`src/rtl/app_dma_pkg.sv`:
```
// Shared types and constants for the DDR3 app-interface write DMA.
package app_dma_pkg;

  typedef enum logic [1:0] {
    ST_IDLE = 2'd0,
    ST_RUN  = 2'd1,
    ST_DONE = 2'd2
  } wr_state_t;

  localparam logic [2:0] APP_CMD_WR = 3'b000;
  localparam logic [2:0] APP_CMD_RD = 3'b001;

endpackage

```
`src/rtl/app_dma_beat_cnt.sv`:
```
// Accepted-transfer counter with below-limit compare and next-cycle terminal detect.
module app_dma_beat_cnt #(
  parameter int LEN_W = 8
) (
  input  logic             I_sys_clk,
  input  logic             I_Rst_n,
  input  logic             clr,
  input  logic             inc,
  input  logic [LEN_W-1:0] len,
  input  logic [LEN_W:0]   lim,
  output logic [LEN_W-1:0] cnt,
  output logic             below,
  output logic             done_nxt
);

  logic [LEN_W:0] cnt_nxt;

  assign cnt_nxt  = {1'b0, cnt} + {{LEN_W{1'b0}}, inc};
  assign below    = (cnt < len) && ({1'b0, cnt} < lim);
  assign done_nxt = (cnt_nxt == {1'b0, len});

  always_ff @(posedge I_sys_clk) begin
    if (!I_Rst_n) begin
      cnt <= '0;
    end else if (clr) begin
      cnt <= '0;
    end else if (inc) begin
      cnt <= cnt_nxt[LEN_W-1:0];
    end
  end

endmodule

```
`src/rtl/app_dma_wr_gen.sv`:
```
// Burst write generator for a DDR3 app interface; data and command paths run independently.
// Optional address ring wrap enabled by defining APP_DMA_WR_RING_EN.
//
// state   | meaning
// IDLE    | waiting for ex_wr_start
// RUN     | issuing data beats and write commands
// DONE    | one-cycle burst_end, back to IDLE
module app_dma_wr_gen
  import app_dma_pkg::*;
#(
  parameter int ADDR_W    = 28,
  parameter int DATA_W    = 256,
  parameter int LEN_W     = 8,
  parameter int ADDR_STEP = 8,
  parameter int CMD_LEAD  = 0
) (
  input  logic                I_sys_clk,
  input  logic                I_Rst_n,
  input  logic                ex_wr_start,
  input  logic [ADDR_W-1:0]   ex_wr_addr,
  input  logic [LEN_W-1:0]    ex_wr_burst_len,
  input  logic [DATA_W-1:0]   ex_wr_data,
  input  logic [DATA_W/8-1:0] ex_wr_wdf_mask,
  output logic                ex_wr_busy,
  output logic                ex_wr_burst_start,
  output logic                ex_wr_burst_end,
  output logic                ex_wr_rd_en,
  output logic                ex_wr_err,
  output logic [ADDR_W-1:0]   app_addr,
  output logic [2:0]          app_cmd,
  output logic                app_en,
  input  logic                app_rdy,
  output logic [DATA_W-1:0]   app_wdf_data,
  output logic                app_wdf_wren,
  output logic                app_wdf_end,
  input  logic                app_wdf_rdy,
  output logic [DATA_W/8-1:0] app_wdf_mask
`ifdef APP_DMA_WR_RING_EN
  ,
  input  logic [ADDR_W-1:0]   ring_base,
  input  logic [ADDR_W-1:0]   ring_size
`endif
);

  wr_state_t state, state_nxt;

  logic [LEN_W-1:0]    len_q;
  logic [DATA_W/8-1:0] mask_q;
  logic                err_q;
  logic                accept;
  logic                data_inc, cmd_inc;
  logic [LEN_W-1:0]    data_cnt, cmd_cnt;
  logic                data_below, cmd_below;
  logic                data_done_nxt, cmd_done_nxt;
  logic [LEN_W:0]      cmd_lim;
  logic [ADDR_W-1:0]   addr_step, addr_nxt;

  assign accept   = (state == ST_IDLE) && ex_wr_start && (ex_wr_burst_len != '0);
  assign data_inc = app_wdf_wren & app_wdf_rdy;
  assign cmd_inc  = app_en & app_rdy;
  // Commands may run at most CMD_LEAD ahead of registered accepted beats.
  assign cmd_lim  = {1'b0, data_cnt} + (LEN_W+1)'(CMD_LEAD);

  app_dma_beat_cnt #(.LEN_W(LEN_W)) u_data_cnt (
    .I_sys_clk (I_sys_clk),
    .I_Rst_n   (I_Rst_n),
    .clr       (state == ST_IDLE),
    .inc       (data_inc),
    .len       (len_q),
    .lim       ({1'b0, len_q}),
    .cnt       (data_cnt),
    .below     (data_below),
    .done_nxt  (data_done_nxt)
  );

  app_dma_beat_cnt #(.LEN_W(LEN_W)) u_cmd_cnt (
    .I_sys_clk (I_sys_clk),
    .I_Rst_n   (I_Rst_n),
    .clr       (state == ST_IDLE),
    .inc       (cmd_inc),
    .len       (len_q),
    .lim       (cmd_lim),
    .cnt       (cmd_cnt),
    .below     (cmd_below),
    .done_nxt  (cmd_done_nxt)
  );

  always_ff @(posedge I_sys_clk) begin
    if (!I_Rst_n) begin
      state <= ST_IDLE;
    end else begin
      state <= state_nxt;
    end
  end

  always_comb begin
    state_nxt = state;
    case (state)
      ST_IDLE: if (accept) state_nxt = ST_RUN;
      ST_RUN:  if (data_done_nxt && cmd_done_nxt) state_nxt = ST_DONE;
      ST_DONE: state_nxt = ST_IDLE;
      default: state_nxt = ST_IDLE;
    endcase
  end

  always_comb begin
    ex_wr_busy        = (state != ST_IDLE);
    ex_wr_burst_start = accept;
    ex_wr_burst_end   = (state == ST_DONE);
    app_wdf_wren      = (state == ST_RUN) && data_below;
    app_en            = (state == ST_RUN) && cmd_below;
  end

  assign app_cmd      = APP_CMD_WR;
  assign app_wdf_end  = app_wdf_wren;
  assign app_wdf_data = ex_wr_data;
  assign app_wdf_mask = mask_q;
  assign ex_wr_rd_en  = app_wdf_wren & app_wdf_rdy;
  assign ex_wr_err    = err_q;

  assign addr_step = app_addr + ADDR_W'(ADDR_STEP);
`ifdef APP_DMA_WR_RING_EN
  logic [ADDR_W-1:0] ring_last;
  assign ring_last = ring_base + ring_size - ADDR_W'(ADDR_STEP);
  assign addr_nxt  = (addr_step > ring_last) ? ring_base : addr_step;
`else
  assign addr_nxt  = addr_step;
`endif

  always_ff @(posedge I_sys_clk) begin
    if (!I_Rst_n) begin
      app_addr <= '0;
      len_q    <= '0;
      mask_q   <= '0;
      err_q    <= 1'b0;
    end else begin
      err_q <= (state == ST_IDLE) && ex_wr_start && (ex_wr_burst_len == '0);
      if (accept) begin
        app_addr <= ex_wr_addr;
        len_q    <= ex_wr_burst_len;
        mask_q   <= ex_wr_wdf_mask;
      end else if (cmd_inc) begin
        app_addr <= addr_nxt;
      end
    end
  end

endmodule

```
`config.mk`:
```
export PLATFORM = sky130hd
export DESIGN_NAME = app_dma_wr_gen
export DESIGN_NICKNAME = d
export VERILOG_FILES = /design/src/rtl/app_dma_pkg.sv /design/src/rtl/app_dma_beat_cnt.sv /design/src/rtl/app_dma_wr_gen.sv
export SDC_FILE = /design/constraint.sdc
export NUM_CORES = 1
export LEC_CHECK = 0
export CAP_MARGIN = 20
export CORE_AREA = 2 2 257 259
export CTS_CLUSTER_SIZE = 30
export DETAILED_ROUTE_END_ITERATION = 8
export DIE_AREA = 0 0 259 261
export SYNTH_ARGS = -nofsm -noshare
export SYNTH_HDL_FRONTEND = slang
export SYNTH_HIERARCHICAL = 1
export SYNTH_SLANG_ARGS = --single-unit
```
`constraint.sdc`:
```
create_clock -name I_sys_clk -period 3.85 [get_ports I_sys_clk]
set_input_delay 0.77 -clock I_sys_clk [delete_from_list [all_inputs] [get_ports I_sys_clk]]
set_output_delay 0.77 -clock I_sys_clk [all_outputs]
set_load 0.03 [all_outputs]
```
Word-level counts from Yosys, hierarchy flattened

Cells that the tools add are included.

Multiplexer cells: 5
Reductions and logical operators: 15
Bitwise gates (word level): 3
Add/subtract/negate cells: 3
Eq/ne operators: 6
Order comparisons: 4

Operators by type and width:

| kind                    | count |
|---|---|
| $mux W28                | 2 |
| $lt A8 B8 Y1            | 4 |
| $add A28 B4 Y28 const B | 1 |
| $add A8 B1 Y9           | 2 |
| $eq A9 B8 Y1            | 2 |
| $logic_and A1 B1 Y1     | 8 |
| $logic_not A8 Y1        | 1 |
| $reduce_bool A8 Y1      | 1 |
| $mux W2                 | 2 |
| $ne A2 B2 Y1 const B    | 2 |
| $pmux W2 S2             | 1 |
| $reduce_bool A2 Y1      | 2 |
| $and A1 B1 Y1           | 2 |
| $eq A2 B1 Y1 const B    | 1 |
| $eq A2 B2 Y1 const B    | 1 |
| $logic_not A2 Y1        | 1 |
| $reduce_and A2 Y1       | 1 |
| $reduce_or A2 Y1        | 1 |
| $not A1 Y1              | 1 |

Flip-flop bits (word level): 87
Word-level logic and storage cells: 43
Input bits: 329
Output and inout port bits: 327

Longest topological paths before layout

Word-level depth: 9
Mapped depth: 19
Gate-level depth less buffers: 19

Cells and area by module

The synthesis kept the hierarchy.

Modules (own cells, without submodules):

| module                        | cells each | area an instance (µm²) | sequential area each (µm²) | times used |
|---|---|---|---|---|
| app_dma_wr_gen                | 649        | 5043.6                 | 1421.4                     | 1 |
| app_dma_beat_cnt (u_data_cnt) | 123        | 975.9                  | 160.2                      | 1 |
| app_dma_beat_cnt (u_cmd_cnt)  | 124        | 970.9                  | 160.2                      | 1 |

Least setup slack after synthesis

No wires, ideal clock.

Path kind: reg2reg
Start point: reg u_cmd_cnt.cnt[4]
End point: reg state[0]
Data required time: 3.718 ns
Path buffers: 0
Data arrival time: 3.489 ns
Period minus slack after synthesis: 3.621 ns
Stages on the path, launching flop included: 19
Path slack: 0.229 ns
Library setup time: 0.132 ns
Path through: dfxtp_1 ha_1 a21o_1 a21o_1 a221oi_1 o311ai_0 a21oi_1 nand4b_4 inv_6 ha_1 ha_1 nor2b_1 o21ai_0 and3_1 a2111oi_0 and4bb_1 nand2_1 nand2_1 a21oi_1

Word-level cells in the longest chain between the ends: 9
Elaborated cells on any way between the ends: 10
Classes of those cells: add/sub (1); order compare (2); eq/ne (2); bitwise (1); reduce/logical (4)

Ends and longest elaborated chain:

| what                          | line                   | text |
|---|---|---|
| start: declaration            | app_dma_beat_cnt.sv:11 | `output logic [LEN_W-1:0] cnt,` |
| start signal: assignment      | app_dma_beat_cnt.sv:28 | `cnt <= cnt_nxt[LEN_W-1:0];` |
| $lt A8 B8 Y1                  | app_dma_beat_cnt.sv:19 | `assign below = (cnt < len) && ({1'b0, cnt} < lim);` |
| $logic_and A1 B1 Y1 *         | app_dma_beat_cnt.sv:19 |  |
| named net cmd_below           | app_dma_wr_gen.sv:53   | `logic data_below, cmd_below;` |
| $logic_and A1 B1 Y1 *         | app_dma_wr_gen.sv:111  | `app_en = (state == ST_RUN) && cmd_below;` |
| $and A1 B1 Y1 *               | app_dma_wr_gen.sv:60   | `assign cmd_inc = app_en & app_rdy;` |
| named net cmd_inc             | app_dma_wr_gen.sv:51   | `logic data_inc, cmd_inc;` |
| $add A8 B1 Y9 *               | app_dma_beat_cnt.sv:18 | `assign cnt_nxt = {1'b0, cnt} + {{LEN_W{1'b0}}, inc};` |
| $eq A9 B8 Y1 *                | app_dma_beat_cnt.sv:20 | `assign done_nxt = (cnt_nxt == {1'b0, len});` |
| named net cmd_done_nxt        | app_dma_wr_gen.sv:54   | `logic data_done_nxt, cmd_done_nxt;` |
| $logic_and A1 B1 Y1 *         | app_dma_wr_gen.sv:100  | `ST_RUN: if (data_done_nxt && cmd_done_nxt) state_nxt = ST_DONE;` |
| $ne A2 B2 Y1 (no line) *      | -                      |  |
| $reduce_and A2 Y1 (no line) * | -                      |  |
| end signal: assignment        | app_dma_wr_gen.sv:92   | `state <= state_nxt;` |
| end: declaration              | app_dma_wr_gen.sv:45   | `wr_state_t state, state_nxt;` |

The timed path passes the listed nets; every way through them passes the cells marked *.
A chain may end at the register's enable or synchronous reset.

Worst setup path after layout

Start point: reg u_data_cnt.cnt[4]
End point: out app_en

Word-level cells in the longest chain between the ends: 3

Ends and longest elaborated chain:

| what                     | line                   | text |
|---|---|---|
| start: declaration       | app_dma_beat_cnt.sv:11 |  |
| start signal: assignment | app_dma_beat_cnt.sv:28 |  |
| $lt A8 B8 Y1             | app_dma_beat_cnt.sv:19 |  |
| $logic_and A1 B1 Y1      | app_dma_beat_cnt.sv:19 |  |
| named net cmd_below      | app_dma_wr_gen.sv:53   |  |
| $logic_and A1 B1 Y1      | app_dma_wr_gen.sv:111  |  |
| end: declaration         | app_dma_wr_gen.sv:31   | `output logic app_en,` |

The timed path passes the listed nets, and every way through them passes these cells.

==> results by group <==
Route
  • Vias: 5550
  • Vias per inst: 3.339
  • WL/cell: between 15 and 20 um
  • Routed Antenna Nets: 0
  • DR iter-0 viols: 303
  • DR pass1 iterations: 5
  • Drt total wl: roughly 27000 um
  • DR DRC count: 0

Floorplanning
  • Top-Level Pins: 656
  • Area of the core: 65040 um2
  • Row count: 94
  • Width of the die: roughly 260 um
  • Area of the die: 67600 um2
  • Die Ht: 261 um
  • Starting density of the core: 10.75%

Timing
  • Clock period minus worst slack: 3.682 ns
  • Peak Freq: 0.2716 GHz
  • Hold_ws: 0.4548 ns
  • Worst slew pin tran: 0.7099 ns
  • Fin worst setup slack: 0.1679 ns
  • Slew Viols, Final: 0
  • Slew HR: 52.23%
  • Clk_skew: roughly 0.016 ns
  • Final Hold Vio Count: 0
  • Tcrit/Tclk final: 95.64%
  • RSZ-0062 raised after global routing: yes
  • Final setup violation count: 0

Yosys
  • Synth warn: 6
  • Mapped Avg Cell Area: a little under 8 um2
  • Mapped Cells: 896
  • Synth unique cells: 64
  • Synth top area share: approximately 28%
  • Synthesized flop and latch total: 87
  • Synth area leader: buf_4
  • Top cells by area, synth: buf_4, dfxtp_1, nand2_1, ha_1, a21oi_1
  • Post-synthesis async set-or-reset flop share: 0%
  • Register area share after synthesis: 24.91%
  • Top_reg_cell synth: dfxtp_1
  • EDFF count, synth: 0
  • Post-Syn Area: 6990 um2

Critical path
  • Max incr delay on CP: 0.36 ns
  • Req. time, crit path: 3.08 ns
  • WS Path Type: flop to output port
  • CP Max Fanout: 2
  • Buf/Inv on CP: 6
  • Worst path cell trace: inv_1 > ha_1 > a21o_1 > a21o_1 > a221oi_2 > o311ai_1 > a21oi_2 > buf_4 > buf_4 > buf_4 > buf_4 > and2_1 > clkdlybuf4s15_1
  • Most common cell on crit path: buf_4
  • CP endpoint kind: output port
  • Critical path arrival: 2.91 ns
  • Startpoint Class: flop
  • Slowest CP cell: clkdlybuf4s15_1
  • Top delay family on crit path: compound AO/OA/AOI/OAI gates

Clock network
  • Clock buffer depth: 2
  • Worst skew pair latency: 0.38 ns
  • CTS Root Buffer Type: clkbuf_16
  • Clk slew on worst S/H paths: roughly 0.070 ns
  • H-tree levels: 3
  • CTS tree: done
  • CTS sink cnt: between 80 and 90
  • Cts bufs inserted: 9

Final layout
  • Finished Core Util: 12.21%
  • Commonest non-fill, non-tap cell in the layout: clkdlybuf4s50_1
  • Most frequent cells in the layout: clkdlybuf4s50_1, nand2_1, dfxtp_1
  • NumNets Final: 1153
  • Share of cells above drive strength 1: 8.920%
  • Syn-to-layout area delta: 13.64%

Global route
  • Maximum number of pins on one net before global-route repair: 92
  • Initial antenna violation count: 3
  • Grt total ovfl: 0
  • First-pass GRT wire length: 37320 um
  • GRT Resource Usage Total: 7.837%
  • Vias in the first global route: between 5000 and 6000

Power
  • Maximum VDD drop: 208.1 uV
  • Leak: roughly 2.7 nW
  • Power, Total: 0.002535 W
  • Power Density: roughly 320 nW/um2

Placement
  • HPWL Detailed: 20600 um
  • Routability cong.: 0.8000
  • Pre-CTS setup slack: -0.01361 ns
  • # port buffers: 140

Worst hold path
  • Hold crit path type: flop to flop

Run status
  • Status: completed

Flow run
  • Max cap viols: 0
## Yosys cell counts, types with 13 or more instances
master / number
buf_4: 263
nand2_1: 114
dfxtp_1: 87
a21oi_1: 62
inv_1: 41
ha_1: 33
o21ai_0: 32
nor2_1: 28
clkbuf_1: 20
a31oi_1: 17
nand3_1: 17
nand4_1: 15
xnor2_1: 14
xor2_1: 14
o31ai_1: 13
## worst register-to-register path: cells and delay by family, from the launching register on
family,cells,cell delay [ns]
DFF,1,0.33
xor gates and xnor gates,1,0.09
buffers and inverters,2,0.12
AOI/OAI and AO/OA,7,1.40
and+or+nand+nor,6,0.84
adders and majority gates,3,0.67
## area by class of cell
class                      count  area [um2]
multi-input combinational    476        3013
clock inverter                 5       35.03
tap                          864        1081
antenna                        2       5.005
clock buffer                  11       232.7
timing repair buffer         174        1669
inverter                      43       166.4
fill                        7509       57100
sequential                    87        1742
## through the flow
stage	setup TNS (ns)	std cells	area, um2
6_report	0	1662	7944
5_1_grt	-0.01897	1661	7941
4_1_cts	0	1659	7884
3_5_place_dp	-0.01361	1641	7599
3_3_place_gp	0	1641	7599
2_1_floorplan	0	901	7009
## where the power goes
group,switching [W],internal (W)
Sequential,0.0000619,0.000957
Combinational,0.000356,0.000272
Clock,0.000449,0.000440
## flip-flops by register name, indices dropped and copies added, names as in the netlist
name / flops
app_addr: 28
app_wdf_mask: 32
ex_wr_err: 1
len_q: 8
state: 2
u_cmd_cnt/cnt: 8
u_data_cnt/cnt: 8
## timing repair
item	in CTS	in global routing
hold buffers	0	0
buffers inserted	2	1
setup endpoints to repair	2	5
gates resized for setup	3	12
pin swaps	0	1
## worst paths after layout
check                          from          endpoint  slack, ns  depth (start not counted)
setup / recovery  u_data_cnt/cnt[4]            app_en       0.17                         13
hold / removal     app_wdf_mask[11]  app_wdf_mask[11]       0.45                          2
setup reg to reg  u_data_cnt/cnt[4]          state[0]       0.27                         19
hold reg to reg    app_wdf_mask[11]  app_wdf_mask[11]       0.45                          2
## per-layer routing
| metal | vias up | track usage [%] | wire length (um) |
|---|---|---|---|
| met4 | 6 | 5.138 | 1394 |
| met3 | 130 | 5.517 | 4135 |
| met2 | 410 | 10.34 | 10700 |
| li1 | 2551 | - | - |
| met5 | - | 0.9722 | 87 |
| met1 | 2453 | 8.833 | 10780 |
## logic make-up (layout without fill, tap and decap cells)
kind of cell	count (synthesis)	after routing	share of synthesized area, %
and+or+nand+nor	245	245	17.93
xor gates and xnor gates	29	29	3.902
buffers and inverters	338	233	32.99
AOI/OAI and AO/OA	159	159	13.73
muxes	4	4	0.5728
adders and majority gates	33	33	5.907
DFF	87	87	24.91
other	1	8	0.05364
Note: power is estimated with default switching activity, not from simulation.
